[src/rtl/program_loader_if.sv]
// ============================================================================
// Module  : program_loader_if
// Brief   : Host stream, memory port and core-control bundle for program_loader.
// Revision: 1.0
// ============================================================================
`default_nettype none

interface program_loader_if #(
  parameter int DATA_W = 32,
  parameter int ADDR_W = 10
);
  logic              start;
  logic [ADDR_W-1:0] base_addr;
  logic [ADDR_W:0]   word_count;
  logic              in_valid;
  logic [DATA_W-1:0] in_data;
  logic              in_ready;
  logic              mem_we;
  logic              mem_re;
  logic [ADDR_W-1:0] mem_addr;
  logic [DATA_W-1:0] mem_wdata;
  logic [DATA_W-1:0] mem_rdata;
  logic              cpu_run;
  logic              cpu_halted;
  logic              busy;
  logic              done;
  logic              error;
  logic [1:0]        err_code;
  logic [DATA_W-1:0] checksum;

  // master: host + memory + core side; slave: the loader itself
  modport master (
    output start, base_addr, word_count, in_valid, in_data, mem_rdata, cpu_halted,
    input  in_ready, mem_we, mem_re, mem_addr, mem_wdata, cpu_run, busy, done,
           error, err_code, checksum
  );

  modport slave (
    input  start, base_addr, word_count, in_valid, in_data, mem_rdata, cpu_halted,
    output in_ready, mem_we, mem_re, mem_addr, mem_wdata, cpu_run, busy, done,
           error, err_code, checksum
  );
endinterface

`default_nettype wire

[src/rtl/program_loader.sv]
// ============================================================================
// Module  : program_loader
// Brief   : Streams host words into memory, optionally read-verifies them,
//           then runs the core until HALT or timeout.
// Revision: 1.0
// ============================================================================
`default_nettype none

module program_loader #(
  parameter int DATA_W      = 32,
  parameter int ADDR_W      = 10,
  parameter int MEM_DEPTH   = 1024,
  parameter int VERIFY_EN   = 1,
  parameter int RUN_TIMEOUT = 4096
) (
  input  logic             clk1,
  input  logic             rst,
  program_loader_if.slave  bus
);

  typedef enum logic [1:0] {
    S_IDLE   = 2'd0,
    S_LOAD   = 2'd1,
    S_VERIFY = 2'd2,
    S_RUN    = 2'd3
  } state_t;

  localparam logic [ADDR_W:0] c_DEPTH      = (ADDR_W+1)'(MEM_DEPTH);
  localparam logic [31:0]     c_RUN_LAST   = 32'(RUN_TIMEOUT - 1);
  localparam state_t          c_AFTER_LOAD = (VERIFY_EN != 0) ? S_VERIFY : S_RUN;

  state_t            r_state, w_state_nxt;
  logic [ADDR_W-1:0] r_base, r_wr_off, r_rd_addr, r_mem_addr;
  logic [ADDR_W:0]   r_count, r_remaining, r_rd_left;
  logic              r_mem_we, r_mem_re, r_rd_valid, r_done, r_error;
  logic [DATA_W-1:0] r_mem_wdata, r_checksum, r_vsum;
  logic [1:0]        r_err_code;
  logic [31:0]       r_run_cnt;

  logic              w_start_ok, w_in_ready, w_xfer, w_verify_done, w_timeout;
  logic              w_done_set, w_error_set;
  logic [1:0]        w_err_code;
  logic [ADDR_W:0]   w_end_addr;

  // count alone is bounded too, so the ADDR_W+1-bit end-address sum cannot wrap
  assign w_end_addr    = {1'b0, bus.base_addr} + bus.word_count;
  assign w_start_ok    = (bus.word_count != '0) && (bus.word_count <= c_DEPTH) &&
                         (w_end_addr <= c_DEPTH);
  assign w_in_ready    = (r_state == S_LOAD) && (r_remaining != '0);
  assign w_xfer        = bus.in_valid && w_in_ready;
  assign w_verify_done = (r_rd_left == '0) && !r_mem_re && !r_rd_valid;
  assign w_timeout     = (RUN_TIMEOUT != 0) && (r_run_cnt == c_RUN_LAST);

  always_ff @(posedge clk1) begin
    if (rst) r_state <= S_IDLE;
    else     r_state <= w_state_nxt;
  end

  always_comb begin
    w_state_nxt = r_state;
    w_done_set  = 1'b0;
    w_error_set = 1'b0;
    w_err_code  = 2'b00;
    case (r_state)
      S_IDLE: begin
        if (bus.start) begin
          if (w_start_ok) begin
            w_state_nxt = S_LOAD;
          end else begin
            w_error_set = 1'b1;
            w_err_code  = 2'b01;
          end
        end
      end
      S_LOAD: begin
        // leave one cycle after the last transfer so its write never overlaps a read
        if (r_remaining == '0) w_state_nxt = c_AFTER_LOAD;
      end
      S_VERIFY: begin
        if (w_verify_done) begin
          if (r_vsum == r_checksum) begin
            w_state_nxt = S_RUN;
          end else begin
            w_state_nxt = S_IDLE;
            w_error_set = 1'b1;
            w_err_code  = 2'b10;
          end
        end
      end
      S_RUN: begin
        if (bus.cpu_halted) begin
          w_state_nxt = S_IDLE;
          w_done_set  = 1'b1;
        end else if (w_timeout) begin
          w_state_nxt = S_IDLE;
          w_error_set = 1'b1;
          w_err_code  = 2'b11;
        end
      end
      default: w_state_nxt = S_IDLE;
    endcase
  end

  always_ff @(posedge clk1) begin
    if (rst) begin
      r_base      <= '0;
      r_count     <= '0;
      r_remaining <= '0;
      r_wr_off    <= '0;
      r_rd_addr   <= '0;
      r_rd_left   <= '0;
      r_rd_valid  <= 1'b0;
      r_mem_we    <= 1'b0;
      r_mem_re    <= 1'b0;
      r_mem_addr  <= '0;
      r_mem_wdata <= '0;
      r_checksum  <= '0;
      r_vsum      <= '0;
      r_err_code  <= 2'b00;
      r_done      <= 1'b0;
      r_error     <= 1'b0;
      r_run_cnt   <= '0;
    end else begin
      r_mem_we   <= 1'b0;
      r_mem_re   <= 1'b0;
      r_rd_valid <= r_mem_re;
      r_done     <= w_done_set;
      r_error    <= w_error_set;
      r_run_cnt  <= (r_state == S_RUN) ? r_run_cnt + 32'd1 : 32'd0;
      case (r_state)
        S_IDLE: begin
          if (bus.start) begin
            r_base      <= bus.base_addr;
            r_count     <= bus.word_count;
            r_remaining <= bus.word_count;
            r_wr_off    <= '0;
            r_checksum  <= '0;
            r_err_code  <= 2'b00;
          end
        end
        S_LOAD: begin
          if (w_xfer) begin
            r_mem_we    <= 1'b1;
            r_mem_addr  <= r_base + r_wr_off;
            r_mem_wdata <= bus.in_data;
            r_checksum  <= r_checksum + bus.in_data;
            r_wr_off    <= r_wr_off + 1'b1;
            r_remaining <= r_remaining - 1'b1;
          end
          if (r_remaining == '0) begin
            r_rd_addr <= r_base;
            r_rd_left <= r_count;
            r_vsum    <= '0;
          end
        end
        S_VERIFY: begin
          if (r_rd_left != '0) begin
            r_mem_re   <= 1'b1;
            r_mem_addr <= r_rd_addr;
            r_rd_addr  <= r_rd_addr + 1'b1;
            r_rd_left  <= r_rd_left - 1'b1;
          end
          if (r_rd_valid) r_vsum <= r_vsum + bus.mem_rdata;
        end
        default: ;
      endcase
      if (w_error_set) r_err_code <= w_err_code;
    end
  end

  assign bus.in_ready  = w_in_ready;
  assign bus.mem_we    = r_mem_we;
  assign bus.mem_re    = r_mem_re;
  assign bus.mem_addr  = r_mem_addr;
  assign bus.mem_wdata = r_mem_wdata;
  assign bus.cpu_run   = (r_state == S_RUN);
  assign bus.busy      = (r_state != S_IDLE);
  assign bus.done      = r_done;
  assign bus.error     = r_error;
  assign bus.err_code  = r_err_code;
  assign bus.checksum  = r_checksum;

endmodule

`default_nettype wire

[src/flat_wrapper.sv]
// flat-port wrapper written by rule: the top's interface ports become plain ports
module program_loader_flat 
#(
  parameter int DATA_W      = 32,
  parameter int ADDR_W      = 10,
  parameter int MEM_DEPTH   = 1024,
  parameter int VERIFY_EN   = 1,
  parameter int RUN_TIMEOUT = 4096
)
  (clk1, rst, bus_start, bus_base_addr, bus_word_count, bus_in_valid, bus_in_data, bus_mem_rdata, bus_cpu_halted, bus_in_ready, bus_mem_we, bus_mem_re, bus_mem_addr, bus_mem_wdata, bus_cpu_run, bus_busy, bus_done, bus_error, bus_err_code, bus_checksum);
  program_loader_if #(.DATA_W(DATA_W), .ADDR_W(ADDR_W)) bus_i ();
  input  logic clk1;
  input  logic rst;
  input wire logic [$bits(bus_i.start)-1:0] bus_start;
  input wire logic [$bits(bus_i.base_addr)-1:0] bus_base_addr;
  input wire logic [$bits(bus_i.word_count)-1:0] bus_word_count;
  input wire logic [$bits(bus_i.in_valid)-1:0] bus_in_valid;
  input wire logic [$bits(bus_i.in_data)-1:0] bus_in_data;
  input wire logic [$bits(bus_i.mem_rdata)-1:0] bus_mem_rdata;
  input wire logic [$bits(bus_i.cpu_halted)-1:0] bus_cpu_halted;
  output wire logic [$bits(bus_i.in_ready)-1:0] bus_in_ready;
  output wire logic [$bits(bus_i.mem_we)-1:0] bus_mem_we;
  output wire logic [$bits(bus_i.mem_re)-1:0] bus_mem_re;
  output wire logic [$bits(bus_i.mem_addr)-1:0] bus_mem_addr;
  output wire logic [$bits(bus_i.mem_wdata)-1:0] bus_mem_wdata;
  output wire logic [$bits(bus_i.cpu_run)-1:0] bus_cpu_run;
  output wire logic [$bits(bus_i.busy)-1:0] bus_busy;
  output wire logic [$bits(bus_i.done)-1:0] bus_done;
  output wire logic [$bits(bus_i.error)-1:0] bus_error;
  output wire logic [$bits(bus_i.err_code)-1:0] bus_err_code;
  output wire logic [$bits(bus_i.checksum)-1:0] bus_checksum;
  assign bus_i.start = bus_start;
  assign bus_i.base_addr = bus_base_addr;
  assign bus_i.word_count = bus_word_count;
  assign bus_i.in_valid = bus_in_valid;
  assign bus_i.in_data = bus_in_data;
  assign bus_i.mem_rdata = bus_mem_rdata;
  assign bus_i.cpu_halted = bus_cpu_halted;
  assign bus_in_ready = bus_i.in_ready;
  assign bus_mem_we = bus_i.mem_we;
  assign bus_mem_re = bus_i.mem_re;
  assign bus_mem_addr = bus_i.mem_addr;
  assign bus_mem_wdata = bus_i.mem_wdata;
  assign bus_cpu_run = bus_i.cpu_run;
  assign bus_busy = bus_i.busy;
  assign bus_done = bus_i.done;
  assign bus_error = bus_i.error;
  assign bus_err_code = bus_i.err_code;
  assign bus_checksum = bus_i.checksum;
  program_loader #(.DATA_W(DATA_W), .ADDR_W(ADDR_W), .MEM_DEPTH(MEM_DEPTH), .VERIFY_EN(VERIFY_EN), .RUN_TIMEOUT(RUN_TIMEOUT)) u_core (.clk1(clk1), .rst(rst), .bus(bus_i));
endmodule
[config.mk]
export PLATFORM = sky130hd
export DESIGN_NAME = program_loader_flat
export DESIGN_NICKNAME = d
export VERILOG_FILES = /design/src/rtl/program_loader_if.sv /design/src/rtl/program_loader.sv /design/src/flat_wrapper.sv
export SDC_FILE = /design/constraint.sdc
export NUM_CORES = 1
export LEC_CHECK = 0
export CELL_PAD_IN_SITES_DETAIL_PLACEMENT = 1
export CELL_PAD_IN_SITES_GLOBAL_PLACEMENT = 1
export CORE_UTILIZATION = 30
export CTS_CLUSTER_SIZE = 20
export DETAILED_ROUTE_END_ITERATION = 10
export PLACE_DENSITY_LB_ADDON = 0.1
export SYNTH_ARGS = -nofsm -noshare
export SYNTH_HDL_FRONTEND = slang
export SYNTH_SLANG_ARGS = --single-unit
[constraint.sdc]
create_clock -name clk1 -period 6.9 [get_ports clk1]
set_input_delay 1.725 -clock clk1 [delete_from_list [all_inputs] [get_ports clk1]]
set_output_delay 1.725 -clock clk1 [all_outputs]
set_load 0.02 [all_outputs]
== Yosys cells after proc, flatten, opt, wreduce, memory -nomap -nowiden ==
Cells that the tools add are included.

* Register bits: 210
* Output and inout bits: 83
* Logic and storage cells: 124

* $add $sub $neg: 9
* Magnitude comparators: 2
* Equal/unequal tests: 13
* Mux-type cells: 49
* Bitwise operators: 3
* Reductions and logical operators: 30

{| class="wikitable"
|+ Operators by type and width
! operator !! number
|-
| $mux W32 || 4
|-
| $pmux W32 S2 || 2
|-
| $add A32 B32 Y32 || 2
|-
| $mux W10 || 6
|-
| $pmux W10 S2 || 3
|-
| $mux W11 || 4
|-
| $pmux W11 S2 || 2
|-
| $reduce_bool A11 Y1 || 3
|-
| $add A32 B1 Y32 const B || 1
|-
| $eq A32 B12 Y1 const B || 1
|-
| $eq A32 B32 Y1 || 1
|-
| $mux W2 || 15
|-
| $le A11 B11 Y1 const B || 2
|-
| $logic_not A11 Y1 || 2
|-
| $sub A11 B1 Y11 const B || 2
|-
| $add A10 B1 Y10 const B || 2
|-
| $reduce_and A3 Y1 || 4
|-
| $add A10 B11 Y11 || 1
|-
| $add A10 B10 Y10 || 1
|-
| $mux W1 || 10
|-
| $ne A2 B1 Y1 const B || 5
|-
| $reduce_bool A2 Y1 || 5
|-
| $pmux W2 S4 || 1
|-
| $logic_and A1 B1 Y1 || 6
|-
| other kinds (12) || 21
|}

== Depth between registers and ports, before layout ==
Gate-level depths: netlist of the first run.

* Depth after elaboration: 8
* Gate-level depth with buffers: 14

== Least setup slack after synthesis of the first run ==
Ideal clock, no wire load.

* Kind: input to register
* Start: in bus_word_count[0]
* End: reg u_core.r_state[1]
* Data arrival time: 4.355 ns
* Slack: 2.475 ns
* Cell stages on the path: 11
* Buffers on the path: 0
* Path through: ha_1 -> fa_1 -> a21o_1 -> and3_2 -> or3_1 -> a2111oi_2 -> o2111ai_1 -> o21ai_1 -> nand2_1 -> or4_1 -> a21oi_1

* Cells in the longest elaborated chain, start to end: 5
* Elaborated cells on any way between the ends: 8
* Those cells by class: 1 x add/sub; 2 x order compare; 1 x eq/ne; 4 x reduce/logical

{| class="wikitable"
|+ Ends and longest elaborated chain
! element !! line !! text
|-
| from (decl) || flat_wrapper.sv:16 || <nowiki>input wire logic [$bits(bus_i.word_count)-1:0] bus_word_count;</nowiki>
|-
| $add A10 B11 Y11, or another cell as far along || program_loader.sv:46 || <nowiki>assign w_end_addr = {1'b0, bus.base_addr} + bus.word_count;</nowiki>
|-
| $le A11 B11 Y1 or $logic_and A1 B1 Y1 (tied branches) || program_loader.sv:48, program_loader.sv:47 ||
|-
| $logic_and A1 B1 Y1 (*) || program_loader.sv:47 || <nowiki>assign w_start_ok = (bus.word_count != '0) && (bus.word_count <= c_DEPTH) &&</nowiki>
|-
| $ne A2 B1 Y1 (no source line) (*) || -- ||
|-
| $reduce_and A5 Y1 (no source line) (*) || -- ||
|-
| to (signal assigned) || program_loader.sv:56 || <nowiki>else r_state <= w_state_nxt;</nowiki>
|-
| to (decl) || program_loader.sv:32 || <nowiki>state_t r_state, w_state_nxt;</nowiki>
|}

Every way passes the cells marked *; elsewhere a longest branch is shown, timed or not.
A chain may end at the register's enable or synchronous reset.

== Worst setup path after layout of the first run ==
* Start: reg u_core.r_remaining[0]
* End: out bus_in_ready

* Cells in the longest elaborated chain, start to end: 2

{| class="wikitable"
|+ Ends and longest elaborated chain
! element !! line !! text
|-
| from (decl) || program_loader.sv:34 || <nowiki>logic [ADDR_W:0] r_count, r_remaining, r_rd_left;</nowiki>
|-
| from (signal assigned) || program_loader.sv:135 || <nowiki>r_remaining <= bus.word_count;</nowiki>
|-
| from (signal assigned) || program_loader.sv:148 || <nowiki>r_remaining <= r_remaining - 1'b1;</nowiki>
|-
| $reduce_bool A11 Y1 || program_loader.sv:49 || <nowiki>assign w_in_ready = (r_state == S_LOAD) && (r_remaining != '0);</nowiki>
|-
| $logic_and A1 B1 Y1 || program_loader.sv:49 ||
|-
| to (decl) || flat_wrapper.sv:21 || <nowiki>output wire logic [$bits(bus_i.in_ready)-1:0] bus_in_ready;</nowiki>
|}

Every way passes these cells.

==> metrics.cfg, run 1 <==
[placed_design]
hpwlAfterDp_um = 33000
dp_cells = 2250
gp_congestion = 0.830
numPortBuffers = 172

[sta]
fin_setup_tns_ns = 0
setup-violations-final = 0
tightestPinTransition_ns = 1.10
min_period_over_period_pct = 70.9
fin_skew_ns = 0.0247
rsz0062_at_grt = false
timing.final.max_slew_violations = 0
final-hold-violation-count = 0
finalWorstPathRequiredPeriod_ns = 4.89
max_freq_ghz = 0.205
maxSlewHeadroom_pct = 26.1

[yosys]
number_of_enable_flip_flop_cells_after_synthesis = 0
syn_area_per_cell_um2 = 7.87
synth_fp_nets = 1783
synth_seq_area_share_pct = 33.4
postSynthRegisterBits = 210
synth-main-ff-cell = sky130_fd_sc_hd__dfxtp_1
synth_cell_types = 71
synth.cell_area_um2 = 12600
share_of_flip_flops_with_an_asynchronous_set_or_reset_pct = 0
postSynthCellCount = 1598
synthesis_warnings = 0

[critical_path]
endpoint_kind = output port
crit_required_ns = 5.18
critPathLaunchType = flop
timing.rr.end = u_core.bus.checksum[20]
regToRegSetupSlack_ns = 3.32
critical_path_class = flop to output port
critical_path_peak_fanout = 6
worstReg2RegStart = u_core.r_remaining[0]
worstRegToRegCells = 12
arrival_ns = 3.16

[clock_network]
clk_transition_reported_paths_ns = 0.06
max-clock-path-buffers = 3
worst_skew_pair_latency_ns = 0.57
cts_tree = built
clock-sinks = 210
post-cts-setup-buffer-count = 0
cts-buffers-inserted = 28
cts_resized = 0
clk_root_buffer_cell = sky130_fd_sc_hd__clkbuf_16
cts_max_level = 1
post_cts_hold_buffer_count = 0

[global_routing]
antenna_found_initial = 1
largest_net_degree_at_the_start_of_global_routing = 122
grt_overflow_total = 0
grt_pass1_vias = 12200
grt_pass1_wl_um = 68900
gr-usage-all-layers_pct = 20.6

[hold_path]
whs_path_depth = 2
holdCritPathClass = flop to flop
hold_path_end = u_core.bus.mem_wdata[9]
worst_hold_startpoint = u_core.bus.mem_wdata[9]

[route]
via_count = 12100
drt_pre_antenna_iters = 10
routedWlPerCell_um = 19.2
drtIter0Drc = 648
number_of_vias_per_cell_after_detailed_routing = 5.27
ant_nets = 0
wl_um = 44200
remaining_drc_errors = 7

[flow_run]
drv.max_cap_violation_count = 0

[layout]
post_route_cells_drive_above_1_share_pct = 4.58
design.final.nets = 1933
p_r_area_growth_vs_syn_pct = 25.5
mostFrequentLayoutCells = 244 x sky130_fd_sc_hd__nand2_1, 210 x sky130_fd_sc_hd__dfxtp_1, 171 x sky130_fd_sc_hd__clkdlybuf4s50_1, 163 x sky130_fd_sc_hd__nor2_1, 162 x sky130_fd_sc_hd__a21oi_1
instances_no_fill = 2300
final_common_cell = sky130_fd_sc_hd__nand2_1

[floorplan]
dieHeight_um = 207
dieWidth_um = 207
placeableCoreArea_um2 = 41100
die-area_um2 = 42800
initial_utilization_pct = 30.6
floorplan.io_pins = 173
rows = 74

[pwr]
total_power_mw = 3.84
worst_ir_drop_vdd_v = 0.000234
power.leakage_nw = 6.20
power.density_cell_area_nw_per_um2 = 243

[status]
violations = design-rule violations
run_status = complete, but fails checks

==> flip-flops by register name, summed over array words and instances (netlist names), 11 cells and up <==
register / flops
u_core.bus.checksum: 32
u_core.r_count: 11
u_core.bus.mem_wdata: 32
u_core.r_remaining: 11
u_core.r_rd_left: 11
u_core.r_vsum: 32
u_core.r_run_cnt: 32
==> final cells by class <==
type,instances,area (µm²)
diodes,1,2.50
clock buffers,44,862
fillers,4953,25300
inverters,41,154
multi-input cells,1280,7990
clock inverters,5,75.1
well taps,532,666
flip-flops and latches,210,4200
repair buffers,187,1840
==> how the worst max path moves through the flow <==
stage,from,endpoint,slack [ns],cells after the start
after global placement,bus_word_count[0],u_core.r_state[1],1.71,12
after global routing,u_core.r_remaining[0],bus_in_ready,1.79,7
after floorplan,bus_word_count[0],u_core.r_state[1],2.47,11
after CTS,u_core.r_remaining[0],bus_in_ready,1.99,7
final,u_core.r_remaining[0],bus_in_ready,2.01,7
after detailed placement,bus_word_count[0],u_core.r_state[1],1.66,12
==> cell usage after synthesis (14+ instances only) <==
cell type | count | share of area (%)
sky130_fd_sc_hd__inv_1 | 40 | 1.2
sky130_fd_sc_hd__nand3_1 | 50 | 2.0
sky130_fd_sc_hd__nor2_1 | 163 | 4.9
sky130_fd_sc_hd__o211ai_1 | 14 | 0.84
sky130_fd_sc_hd__nor4_1 | 22 | 1.1
sky130_fd_sc_hd__ha_1 | 91 | 9.1
sky130_fd_sc_hd__a21oi_1 | 163 | 6.5
sky130_fd_sc_hd__o21ai_0 | 67 | 2.7
sky130_fd_sc_hd__nand2_1 | 244 | 7.3
sky130_fd_sc_hd__a211oi_1 | 24 | 1.4
sky130_fd_sc_hd__a21o_1 | 26 | 1.6
sky130_fd_sc_hd__a22oi_1 | 41 | 2.4
sky130_fd_sc_hd__xnor2_1 | 45 | 3.1
sky130_fd_sc_hd__dfxtp_1 | 210 | 33
sky130_fd_sc_hd__xor2_1 | 80 | 5.6
sky130_fd_sc_hd__clkbuf_1 | 62 | 1.8
sky130_fd_sc_hd__nand2b_1 | 16 | 0.80
sky130_fd_sc_hd__or3_1 | 15 | 0.75
sky130_fd_sc_hd__and3_1 | 19 | 0.94
sky130_fd_sc_hd__a22o_1 | 16 | 1.1
sky130_fd_sc_hd__nor3_1 | 23 | 0.91
==> per-layer routing <==
layer  vias to the layer above  GRT usage [%]  share of wire [%]
met4                         0           4.30                1.8
met1                      5864           30.5                 52
met5                         -              0                  0
met3                        47           3.49                4.5
li1                       6008              -                  -
met2                       193           31.1                 42
==> worst max-delay path: stages (launching register included) <==
cell	delay, ns
sky130_fd_sc_hd__dfxtp_1	0.31
sky130_fd_sc_hd__inv_1	0.10
sky130_fd_sc_hd__ha_1	0.20
sky130_fd_sc_hd__nor4b_2	0.42
sky130_fd_sc_hd__nand3_1	0.24
sky130_fd_sc_hd__o21ai_1	0.53
sky130_fd_sc_hd__inv_1	0.16
sky130_fd_sc_hd__clkdlybuf4s50_1	0.63
==> per-stage QoR <==
stage	area, µm²	worst slack [ns]	hold slack (ns)	util, %
after floorplan	12600	2.47	0.426	-
after global placement	14900	1.71	0.441	36.1
after detailed placement	14900	1.66	0.450	36.1
after CTS	15800	1.99	0.459	38.4
after global routing	15800	1.79	0.477	38.4
final	15800	2.01	0.453	38.4
==> power breakdown <==
part	internal [mW]	switching, mW
combinational	0.367	0.597
sequential	1.30	0.0813
clock	0.920	0.572
==> kinds of logic after synthesis <==
kind of cell | count (synthesis) | synth area share (%)
buf+inv | 108 | 3.25
compound gates | 452 | 23.0
fa+ha+maj | 95 | 9.69
mux | 8 | 0.646
flops | 210 | 33.4
simple gates | 600 | 21.3
xor+xnor | 125 | 8.70
Note: power is estimated with default switching activity, not from simulation.
==> run 2: changes to the inputs <==
==> constraint.sdc (replaced) <==
create_clock -name clk1 -period 4.7 [get_ports clk1]
set_input_delay 1.175 -clock clk1 [delete_from_list [all_inputs] [get_ports clk1]]
set_output_delay 1.175 -clock clk1 [all_outputs]
set_load 0.02 [all_outputs]
==> run 2 against run 1 <==
Net effect: the flow still finishes with violations (design-rule violations); sequential cell count did not move; core utilization rose by 0.20 points; sequential share of layout area fell by 0.14 points; non-clock buffer count rose by 11; design area rose by 0.53%; wire length fell by 0.49%; die area did not move; clock-buffer cell count fell by 7; register-to-register slack got worse by 2.1 ns.
==> metrics.cfg, run 2 (same netlist as run 1, synthesis figures left out) <==
[status]
violations = design-rule violations
run_status = complete, but fails checks

[clock_network]
cts_max_level = 1
post-cts-setup-buffer-count = 0
max-clock-path-buffers = 3
clk_transition_reported_paths_ns = 0.06
worst_skew_pair_latency_ns = 0.55
post_cts_hold_buffer_count = 0
cts_tree = built
cts_resized = 0
cts-buffers-inserted = 27
clk_root_buffer_cell = sky130_fd_sc_hd__clkbuf_16
clock-sinks = 210

[route]
drtIter0Drc = 455
drt_pre_antenna_iters = 10
number_of_vias_per_cell_after_detailed_routing = 5.25
routedWlPerCell_um = 19.0
ant_nets = 0
remaining_drc_errors = 2
wl_um = 44000
via_count = 12100

[critical_path]
path_cells = inv_1 > ha_1 > nor4b_2 > nand3_1 > o21ai_1 > inv_1 > clkdlybuf4s50_1
regToRegSetupSlack_ns = 1.24
worstRegToRegCells = 12
critical_path.slowest_cell = sky130_fd_sc_hd__clkdlybuf4s50_1
worstReg2RegStart = u_core.r_remaining[0]
critical_path_class = flop to output port
endpoint_kind = output port
critical-path-max-stage-delay_ns = 0.63
timing.rr.end = u_core.bus.checksum[20]
sum_of_buffers_and_inverters_on_the_critical_path = 3
arrival_ns = 3.05
critical_path_peak_fanout = 6
critPathLaunchType = flop
timing.critical_path.mode_cell = sky130_fd_sc_hd__inv_1
critPathTopFamily = buffers and inverters
crit_required_ns = 3.52

[sta]
rsz0062_at_grt = false
min_period_over_period_pct = 89.9
fin_setup_tns_ns = 0
final-hold-violation-count = 0
max_freq_ghz = 0.237
maxSlewHeadroom_pct = 31.6
fin_skew_ns = 0.0218
setup-violations-final = 0
final.setup.worst_slack_ns = 0.476
timing.final.max_slew_violations = 0
final.hold.worst_slack_ns = 0.456
finalWorstPathRequiredPeriod_ns = 4.22
tightestPinTransition_ns = 1.02

[floorplan]
dieWidth_um = 207
floorplan.io_pins = 173
initial_utilization_pct = 30.6
die-area_um2 = 42800
placeableCoreArea_um2 = 41100
dieHeight_um = 207
rows = 74

[placed_design]
hpwlAfterDp_um = 33400
gp_congestion = 0.815
pre_cts_ws_ns = 0.0712
numPortBuffers = 172

[layout]
nFillCells = 4959
antenna_cells = 0
mostFrequentLayoutCells = 244 x sky130_fd_sc_hd__nand2_1, 210 x sky130_fd_sc_hd__dfxtp_1, 171 x sky130_fd_sc_hd__clkdlybuf4s50_1, 163 x sky130_fd_sc_hd__nor2_1, 162 x sky130_fd_sc_hd__a21oi_1
design.final.nets = 1943
final_common_cell = sky130_fd_sc_hd__nand2_1
p_r_area_growth_vs_syn_pct = 26.2
post_route_cells_drive_above_1_share_pct = 5.29

[global_routing]
grt_overflow_total = 0
gr-usage-all-layers_pct = 20.5
largest_net_degree_at_the_start_of_global_routing = 45
grt_pass1_wl_um = 68700
grt_pass1_vias = 12200
antenna_found_initial = 1

[hold_path]
hold_path_end = u_core.r_count[2]
holdCritPathClass = flop to flop
worst_hold_startpoint = u_core.r_count[2]
whs_path_depth = 2

[pwr]
power.density_cell_area_nw_per_um2 = 358
worst_ir_drop_vdd_v = 0.000211
power.leakage_nw = 6.26

[flow_run]
drv.max_cap_violation_count = 0

==> run 2: final cells by class <==
cell class / count / area (µm²) / share of cell area (%)
multi-input cells: 1280 / 7990 / 50.3
flip-flops and latches: 210 / 4200 / 26.5
repair buffers: 198 / 1910 / 12.1
clock buffers: 37 / 773 / 4.87
well taps: 532 / 666 / 4.19
clock inverters: 11 / 180 / 1.13
inverters: 41 / 154 / 0.969
==> run 2: per-stage QoR <==
stage               utilization (%)  instance area [µm²]  power [mW]  instances
global route                   38.6                15900        5.98       2309
finish                         38.6                15900        5.68       2309
detailed placement             36.3                14900        3.47       2261
floorplan                         -                12600        2.91       1598
CTS                            38.6                15900        5.76       2309
global placement               36.3                14900        3.45       2261
==> run 2: worst max path at each step <==
stage,cells after the start,start,endpoint
floorplan,11,bus_word_count[0],u_core.r_state[1]
global placement,12,bus_word_count[0],u_core.r_state[1]
detailed placement,12,bus_word_count[0],u_core.r_state[1]
CTS,7,u_core.r_remaining[0],bus_in_ready
global route,7,u_core.r_remaining[0],bus_in_ready
finish,7,u_core.r_remaining[0],bus_in_ready
==> run 2: routing by layer <==
metal	GRT usage (%)	routed length [µm]	vias up	part of all wire (%)
li1	-	-	6043	-
met4	5.08	1040	2	2.4
met5	0	13	-	0.030
met2	30.8	18300	172	42
met1	30.0	22900	5838	52
met3	3.41	1750	56	4.0
==> run 2: power by group <==
part	internal (mW)	switching, mW	leakage, nW	total, mW
combinational	0.541	0.861	4.08	1.40
clock	1.41	0.838	0.475	2.25
sequential	1.91	0.119	1.70	2.03
==> run 2: tightest hold or removal path, stage by stage, from the launching register on <==
cell and delay (ns):
sky130_fd_sc_hd__dfxtp_1 0.31, sky130_fd_sc_hd__nand2_1 0.05, sky130_fd_sc_hd__a21oi_1 0.05
